--- src/rtl/pc_next_unit_if.sv ---
// pc_next_unit_if: select/operand inputs and PC outputs of the program-counter unit.
// The redirect flag is present only when PC_REDIRECT_FLAG_EN is defined.
interface pc_next_unit_if #(
    parameter int WIDTH = 16
);
    logic             stall;
    logic             jal;
    logic             branch;
    logic             b_cond;
    logic             pcsrc2;
    logic [WIDTH-1:0] immediate;
    logic [WIDTH-1:0] alu_output;
    logic [WIDTH-1:0] pc_value_output;
    logic [WIDTH-1:0] pc_plus1;
    logic [WIDTH-1:0] next_pc;
`ifdef PC_REDIRECT_FLAG_EN
    logic             redirect;
`endif

    modport master (
        output stall, jal, branch, b_cond, pcsrc2, immediate, alu_output,
`ifdef PC_REDIRECT_FLAG_EN
        input  redirect,
`endif
        input  pc_value_output, pc_plus1, next_pc
    );

    modport slave (
        input  stall, jal, branch, b_cond, pcsrc2, immediate, alu_output,
`ifdef PC_REDIRECT_FLAG_EN
        output redirect,
`endif
        output pc_value_output, pc_plus1, next_pc
    );
endinterface

--- src/rtl/pc_next_unit.sv ---
// pc_next_unit: PC register plus sequential/branch/JAL/register next-PC selection.
// Optional PC_REDIRECT_FLAG_EN adds redirect = (next_pc != pc_plus1).
module pc_adder #(
    parameter int WIDTH = 16
) (
    input  logic [WIDTH-1:0] a_i,
    input  logic [WIDTH-1:0] b_i,
    output logic [WIDTH-1:0] y_o
);
    assign y_o = a_i + b_i;
endmodule

module pc_mux2 #(
    parameter int WIDTH = 16
) (
    input  logic             sel_i,
    input  logic [WIDTH-1:0] a0_i,
    input  logic [WIDTH-1:0] a1_i,
    output logic [WIDTH-1:0] y_o
);
    assign y_o = sel_i ? a1_i : a0_i;
endmodule

module pc_next_unit #(
    parameter int               WIDTH    = 16,
    parameter logic [WIDTH-1:0] RESET_PC = '0,
    parameter logic [WIDTH-1:0] PC_INC   = 1
) (
    input logic         clk,
    input logic         reset_n,
    pc_next_unit_if.slave bus
);
    logic [WIDTH-1:0] pc_q, pc_d, plus1, target, src1, nxt;
    logic             take_rel;

    assign take_rel = bus.jal | (bus.branch & bus.b_cond);

    pc_adder #(.WIDTH(WIDTH)) u_inc (.a_i(pc_q),  .b_i(PC_INC),        .y_o(plus1));
    pc_adder #(.WIDTH(WIDTH)) u_tgt (.a_i(plus1), .b_i(bus.immediate), .y_o(target));
    pc_mux2  #(.WIDTH(WIDTH)) u_rel (.sel_i(take_rel),   .a0_i(plus1), .a1_i(target),         .y_o(src1));
    pc_mux2  #(.WIDTH(WIDTH)) u_reg (.sel_i(bus.pcsrc2), .a0_i(src1),  .a1_i(bus.alu_output), .y_o(nxt));

    assign pc_d = bus.stall ? pc_q : nxt;

    always_ff @(posedge clk or negedge reset_n) begin
        if (!reset_n) pc_q <= RESET_PC;
        else          pc_q <= pc_d;
    end

    assign bus.pc_value_output = pc_q;
    assign bus.pc_plus1        = plus1;
    assign bus.next_pc         = nxt;
`ifdef PC_REDIRECT_FLAG_EN
    assign bus.redirect        = (nxt != plus1);
`endif
endmodule

--- src/flat_wrapper.sv ---
// flat-port wrapper written by rule: the top's interface ports become plain ports
module pc_next_unit_flat 
#(
    parameter int               WIDTH    = 16,
    parameter logic [WIDTH-1:0] RESET_PC = '0,
    parameter logic [WIDTH-1:0] PC_INC   = 1
)
  (clk, reset_n, bus_stall, bus_jal, bus_branch, bus_b_cond, bus_pcsrc2, bus_immediate, bus_alu_output, bus_pc_value_output, bus_pc_plus1, bus_next_pc);
  pc_next_unit_if #(.WIDTH(WIDTH)) bus_i ();
  input logic clk;
  input logic reset_n;
  input wire logic [$bits(bus_i.stall)-1:0] bus_stall;
  input wire logic [$bits(bus_i.jal)-1:0] bus_jal;
  input wire logic [$bits(bus_i.branch)-1:0] bus_branch;
  input wire logic [$bits(bus_i.b_cond)-1:0] bus_b_cond;
  input wire logic [$bits(bus_i.pcsrc2)-1:0] bus_pcsrc2;
  input wire logic [$bits(bus_i.immediate)-1:0] bus_immediate;
  input wire logic [$bits(bus_i.alu_output)-1:0] bus_alu_output;
  output wire logic [$bits(bus_i.pc_value_output)-1:0] bus_pc_value_output;
  output wire logic [$bits(bus_i.pc_plus1)-1:0] bus_pc_plus1;
  output wire logic [$bits(bus_i.next_pc)-1:0] bus_next_pc;
  assign bus_i.stall = bus_stall;
  assign bus_i.jal = bus_jal;
  assign bus_i.branch = bus_branch;
  assign bus_i.b_cond = bus_b_cond;
  assign bus_i.pcsrc2 = bus_pcsrc2;
  assign bus_i.immediate = bus_immediate;
  assign bus_i.alu_output = bus_alu_output;
  assign bus_pc_value_output = bus_i.pc_value_output;
  assign bus_pc_plus1 = bus_i.pc_plus1;
  assign bus_next_pc = bus_i.next_pc;
  pc_next_unit #(.WIDTH(WIDTH), .RESET_PC(RESET_PC), .PC_INC(PC_INC)) u_core (.clk(clk), .reset_n(reset_n), .bus(bus_i));
endmodule
--- config.mk ---
export PLATFORM = sky130hd
export DESIGN_NAME = pc_next_unit_flat
export DESIGN_NICKNAME = d
export VERILOG_FILES = /design/src/rtl/pc_next_unit_if.sv /design/src/rtl/pc_next_unit.sv /design/src/flat_wrapper.sv
export SDC_FILE = /design/constraint.sdc
export NUM_CORES = 1
export LEC_CHECK = 0
export ABC_AREA = 0
export CORE_AREA = 5 5 76 78
export CTS_CLUSTER_DIAMETER = 30
export DETAILED_ROUTE_END_ITERATION = 12
export DIE_AREA = 0 0 81 83
export GPL_TIMING_DRIVEN = 1
export PLACE_DENSITY = 0.81
export SYNTH_ARGS = -nofsm -noshare
export SYNTH_HDL_FRONTEND = slang
export SYNTH_SLANG_ARGS = --single-unit
export TNS_END_PERCENT = 20
--- constraint.sdc ---
create_clock -name clk -period 4.4 [get_ports clk]
set_input_delay 0.88 -clock clk [delete_from_list [all_inputs] [get_ports clk]]
set_output_delay 0.88 -clock clk [all_outputs]
set_load 0.02 [all_outputs]
-- Yosys cells after proc, flatten, opt, wreduce, memory -nomap -nowiden
Cells that the tools add are included.
- flip-flop bits (word level): 16
- output and inout bits: 48
- input bits: 39
- logic and storage cells: 7
- mux-type cells: 2
- bitwise logic cells: 2
- add/sub/neg operators: 2
- operators by type and width (cell ; count):
    2-to-1 mux 16 bit ; 2
    adder 16 x 1 -> 16 bit (second input constant) ; 1
    adder 16 bit ; 1
    bitwise AND 1 bit ; 1
    OR 1 bit ; 1

-- Logic depth before layout (Yosys ltp)
- depth after elaboration: 4
- depth in mapped cells: 15
- mapped depth without buffers: 13

-- By module
Synthesis repeated with hierarchy kept, for this count alone.
- cell total of the unflattened synthesis: 269
- area total of the unflattened synthesis: 2611.3 um^2
- by module, submodules not included (module ; instances ; seq. area each (um^2) ; cells an instance ; area an instance (um^2)):
    pc_adder ; 2 ; 0.0 ; 98 ; 724.4
    pc_next_unit ; 1 ; 400.4 ; 37 ; 664.4
    pc_mux2 ; 2 ; 0.0 ; 18 ; 249.0

-- Least setup slack after synthesis
No wires, ideal clock.
- path type: register to output
- start: register u_core.pc_q[0] (netlist: u_core.bus.pc_value_output[0])
- end: output bus_next_pc[15]
- required time: 3520 ps
- slack: -188 ps
- stages on the path, launching flop included: 13
- arrival: 3708 ps
- path through: dfrtp_1 ha_1 and3_1 nand2_1 xnor2_1 ha_1 a21oi_2 nor2b_1 o21a_1 or4_4 o221a_4 a21o_1 a211oi_2
- word-level cells in the longest chain between the ends: 4
- ends and longest elaborated chain (what ; line ; source):
    start: declaration ; pc_next_unit.sv:33 ; logic [WIDTH-1:0] pc_q, pc_d, plus1, target, src1, nxt;
    start signal: assignment ; pc_next_unit.sv:47 ; else pc_q <= pc_d;
    adder 16 x 1 -> 16 bit ; pc_next_unit.sv:10 ; assign y_o = a_i + b_i;
    via bus_pc_plus1[8] ; flat_wrapper.sv:20 ; output wire logic [$bits(bus_i.pc_plus1)-1:0] bus_pc_plus1;
    adder 16 bit ; pc_next_unit.sv:10 ;
    2-to-1 mux 16 bit (2 in series) ; pc_next_unit.sv:21 ; assign y_o = sel_i ? a1_i : a0_i;
    end: declaration ; flat_wrapper.sv:21 ; output wire logic [$bits(bus_i.next_pc)-1:0] bus_next_pc;
The timed path passes the listed nets, and every way through them passes these cells.

-- Worst setup path after layout
- start: input bus_immediate[0]
- end: output bus_next_pc[14]
- word-level cells in the longest chain between the ends: 3
- ends and longest elaborated chain (what ; line ; source):
    start: declaration ; flat_wrapper.sv:17 ; input wire logic [$bits(bus_i.immediate)-1:0] bus_immediate;
    adder 16 bit ; pc_next_unit.sv:10 ;
    2-to-1 mux 16 bit (2 in series) ; pc_next_unit.sv:21 ;
Every way passes these cells.

==> flow_summary.toml <==
[setup_path]
reg2reg_from = "u_core.bus.pc_value_output[2]$_DFFE_PN0N_"
worstPathArrival_ps = 3540
startpoint = "bus_immediate[0]"
cp_max_fo = 4
regToRegSetupSlack_ps = 970
worst-setup-path-type = "in2out"
reg2reg_depth = 15
critPathMaxStageDelay_ps = 410
crit_buf_inv = 3
crit_end = "bus_next_pc[14]"
path_delay_family = "buffers and inverters"
cp.required_ps = 3520
rr_endpoint = "u_core.bus.pc_value_output[12]$_DFFE_PN0N_"
start_kind = "primary input"
path_cells = "clkdlybuf4s50_1 > ha_1 > fa_2 > a21o_1 > nand4_1 > a31oi_1 > o21a_1 > or3_1 > a211oi_2 > buf_4 > nand2_1 > clkdlybuf4s15_2"
crit_path_top_delay_cell = "clkdlybuf4s50_1"
critPathCaptureType = "output pin"
cp_num_cells = 12

[placed_design]
dp_cells = 478
port_buffers = 86
hpwl_um = 6330
gp_congestion = 0.891
pre_cts_ws_ps = -407

[yosys]
synth_commonest_cells = "nand2_1 (25), nor2_1 (21), a21oi_1 (20), ha_1 (20), dfrtp_1 (16)"
synth_area_mm2 = 0.00218
syn_inst = 273
ys_seq_area_share_pct = 18.3
synth_nets = 333
yosysWarnings = 0
synth.area.top_cells = "dfrtp_1 (18%), ha_1 (11%), mux2_2 (6.7%)"
synth_cell_types = 48
synth_top_area_cell = "dfrtp_1"
synthFlopType = "dfrtp_1"
synth.top_cell.area_share_pct = 18.3
ys_ff_latch = 16
synth_most_common_cell = "nand2_1"
syn_avg_cell_area_um2 = 8.00
synth-edff-count = 0
async_flop_share_pct = 100

[timing]
timing_hold_violations_final = 0
fin_crit_ps = 4420
setup_ws_ps = -16.2
period_share_pct = 100
setup_viol = 1
finalMaxSlewViolations = 0
rsz0062_at_grt = "yes"
fmax_mhz = 226
fin_skew_ps = 6.32
whs_ps = 577
slew_headroom_pct = 40.6
tns_ps = -16.2
worst_slew_pin_slew_ps = 889

[global_routing]
grtUsageMet3_pct = 6.71
top_usage_layer = "met2"
use_met1_pct = 26.5
grt.total_usage_pct = 23.3
grt_pass1_vias = 2769
grt_pass1_wl_um = 12700
antenna_found_initial = 0
grt_overflow_total = 0
grt_max_degree = 25
use_met2_pct = 42.1

[floorplan]
dieHeight_um = 83
dieArea_mm2 = 0.00672
die_w_um = 81
io_pins = 87
start_util_pct = 43.6
core_mm2 = 0.00501
placementRows = 26

[cells_and_area]
final_nets = 476
syn2layout_area_growth_pct = 71.1
largest_register_ffs = 16
insertedDiodeCount = 0
instances_no_fill = 485
drive_above_1_share_pct = 28.4

[status]
violations = "negative setup slack"
outcome = "finished with violations"

[route]
drt-vias-per-instance = 5.46
wl_per_cell_um = 16.5
num_vias = 2649
drt_iter0_drc = 80
drc = 0
drtAntennaViolNets = 0
drt_wl_total_um = 8000
firstDrtPassIters = 4

[clocking]
ctsHoldBuffers = 0
clock_latency_ps = 250
path_clk_slew_ps = 60
cts_buffer_depth = 2
root_buffer = "clkbuf_8"
cts_tree = "yes"
cts_max_level = 1
numCtsBuffers = 3
clock_sinks = 16

[min_path]
worstHoldPathType = "reg2reg"
min_from = "u_core.bus.pc_value_output[10]$_DFFE_PN0N_"

[pwr]
powerDensity_mw_per_mm2 = 549
power_mw = 2.05
power_leakage_nw = 1.66
ir_drop_mv = 0.396

[run]
cap_violations = 0
cell usage in the layout, fill, tap and decap left out, types with 3 or more instances in the layout:
| cell type | Yosys | layout |
|---|---|---|
| dfrtp_2 | 0 | 4 |
| mux2i_1 | 3 | 3 |
| o21a_1 | 5 | 5 |
| nand2_1 | 25 | 25 |
| a211oi_2 | 2 | 3 |
| xor2_1 | 8 | 6 |
| nor2b_1 | 8 | 8 |
| nand3_1 | 13 | 12 |
| inv_1 | 11 | 10 |
| buf_4 | 0 | 66 |
| and3_1 | 4 | 3 |
| a21oi_1 | 20 | 19 |
| mux2_2 | 13 | 13 |
| xnor2_1 | 15 | 14 |
| o31ai_1 | 5 | 5 |
| dfrtp_1 | 16 | 12 |
| and2_1 | 3 | 3 |
| and4_1 | 4 | 4 |
| nor2_1 | 21 | 21 |
| o21ai_0 | 11 | 11 |
| clkbuf_8 | 0 | 4 |
| ha_4 | 0 | 3 |
| a211oi_1 | 5 | 3 |
| nand4_1 | 6 | 6 |
| a21o_1 | 7 | 7 |
| ha_1 | 20 | 17 |
| clkdlybuf4s50_1 | 0 | 76 |
through the flow:
stage | util [%] | instance area (um2)
after floorplan | - | 2200
after global placement | 71.3 | 3570
after detailed placement | 71.3 | 3570
after CTS | 73.2 | 3670
after global routing | 74.6 | 3740
final | 74.6 | 3740
routing by layer:
metal | vias up | wire length [um]
met5 | - | 0
met4 | 0 | 181
met3 | 18 | 653
met2 | 114 | 4010
met1 | 1239 | 3160
li1 | 1278 | -
power by group:
| part | internal, mW | leakage (nW) | switching [mW] | total [mW] |
|---|---|---|---|---|
| combinational | 0.851 | 1.45 | 0.827 | 1.68 |
| sequential | 0.195 | 0.185 | 0.0451 | 0.240 |
| clock | 0.0795 | 0.0288 | 0.0542 | 0.134 |
worst min-delay path by stage:
stage | to | slack, ps | cells after the start
floorplan | u_core.bus.pc_value_output[5]$_DFFE_PN0N_ | 570 | 2
global placement | u_core.bus.pc_value_output[10]$_DFFE_PN0N_ | 540 | 2
detailed placement | u_core.bus.pc_value_output[10]$_DFFE_PN0N_ | 550 | 2
CTS | u_core.bus.pc_value_output[10]$_DFFE_PN0N_ | 570 | 2
global route | u_core.bus.pc_value_output[12]$_DFFE_PN0N_ | 650 | 1
finish | u_core.bus.pc_value_output[10]$_DFFE_PN0N_ | 580 | 2
logic make-up (layout without fill, tap and decap cells):
kind of cell / count (synthesis) / in the layout / synth area share, %
AND/OR/NAND/NOR: 97 / 97 / 23.0
XOR/XNOR: 23 / 23 / 9.22
multiplexers: 16 / 16 / 8.08
buffers and inverters: 25 / 167 / 4.30
AO/OA/AOI/OAI: 75 / 75 / 24.7
adder cells (fa/ha/maj): 21 / 21 / 12.4
flip-flops: 16 / 16 / 18.3
layout make-up:
| type | count | area (um2) |
|---|---|---|
| Inverter | 11 | 41.3 |
| Timing Repair Buffer | 152 | 1340 |
| Fill cell | 413 | 1270 |
| Sequential cell | 16 | 405 |
| Clock buffer | 4 | 55.1 |
| Multi-Input combinational cell | 232 | 1810 |
| Tap cell | 70 | 87.6 |
tightest hold or removal path, stage by stage (launching register included):
cell and delay (ps):
dfrtp_1 410, nand2_1 70, o31ai_1 60
repair_timing:
item	4_1_cts	5_1_grt
gates cloned	0	0
setup endpoints to repair	8	9
setup buffers	1	2
pin swaps	5	3
gates resized for setup	30	14
Note: power is estimated with default switching activity, not from simulation.
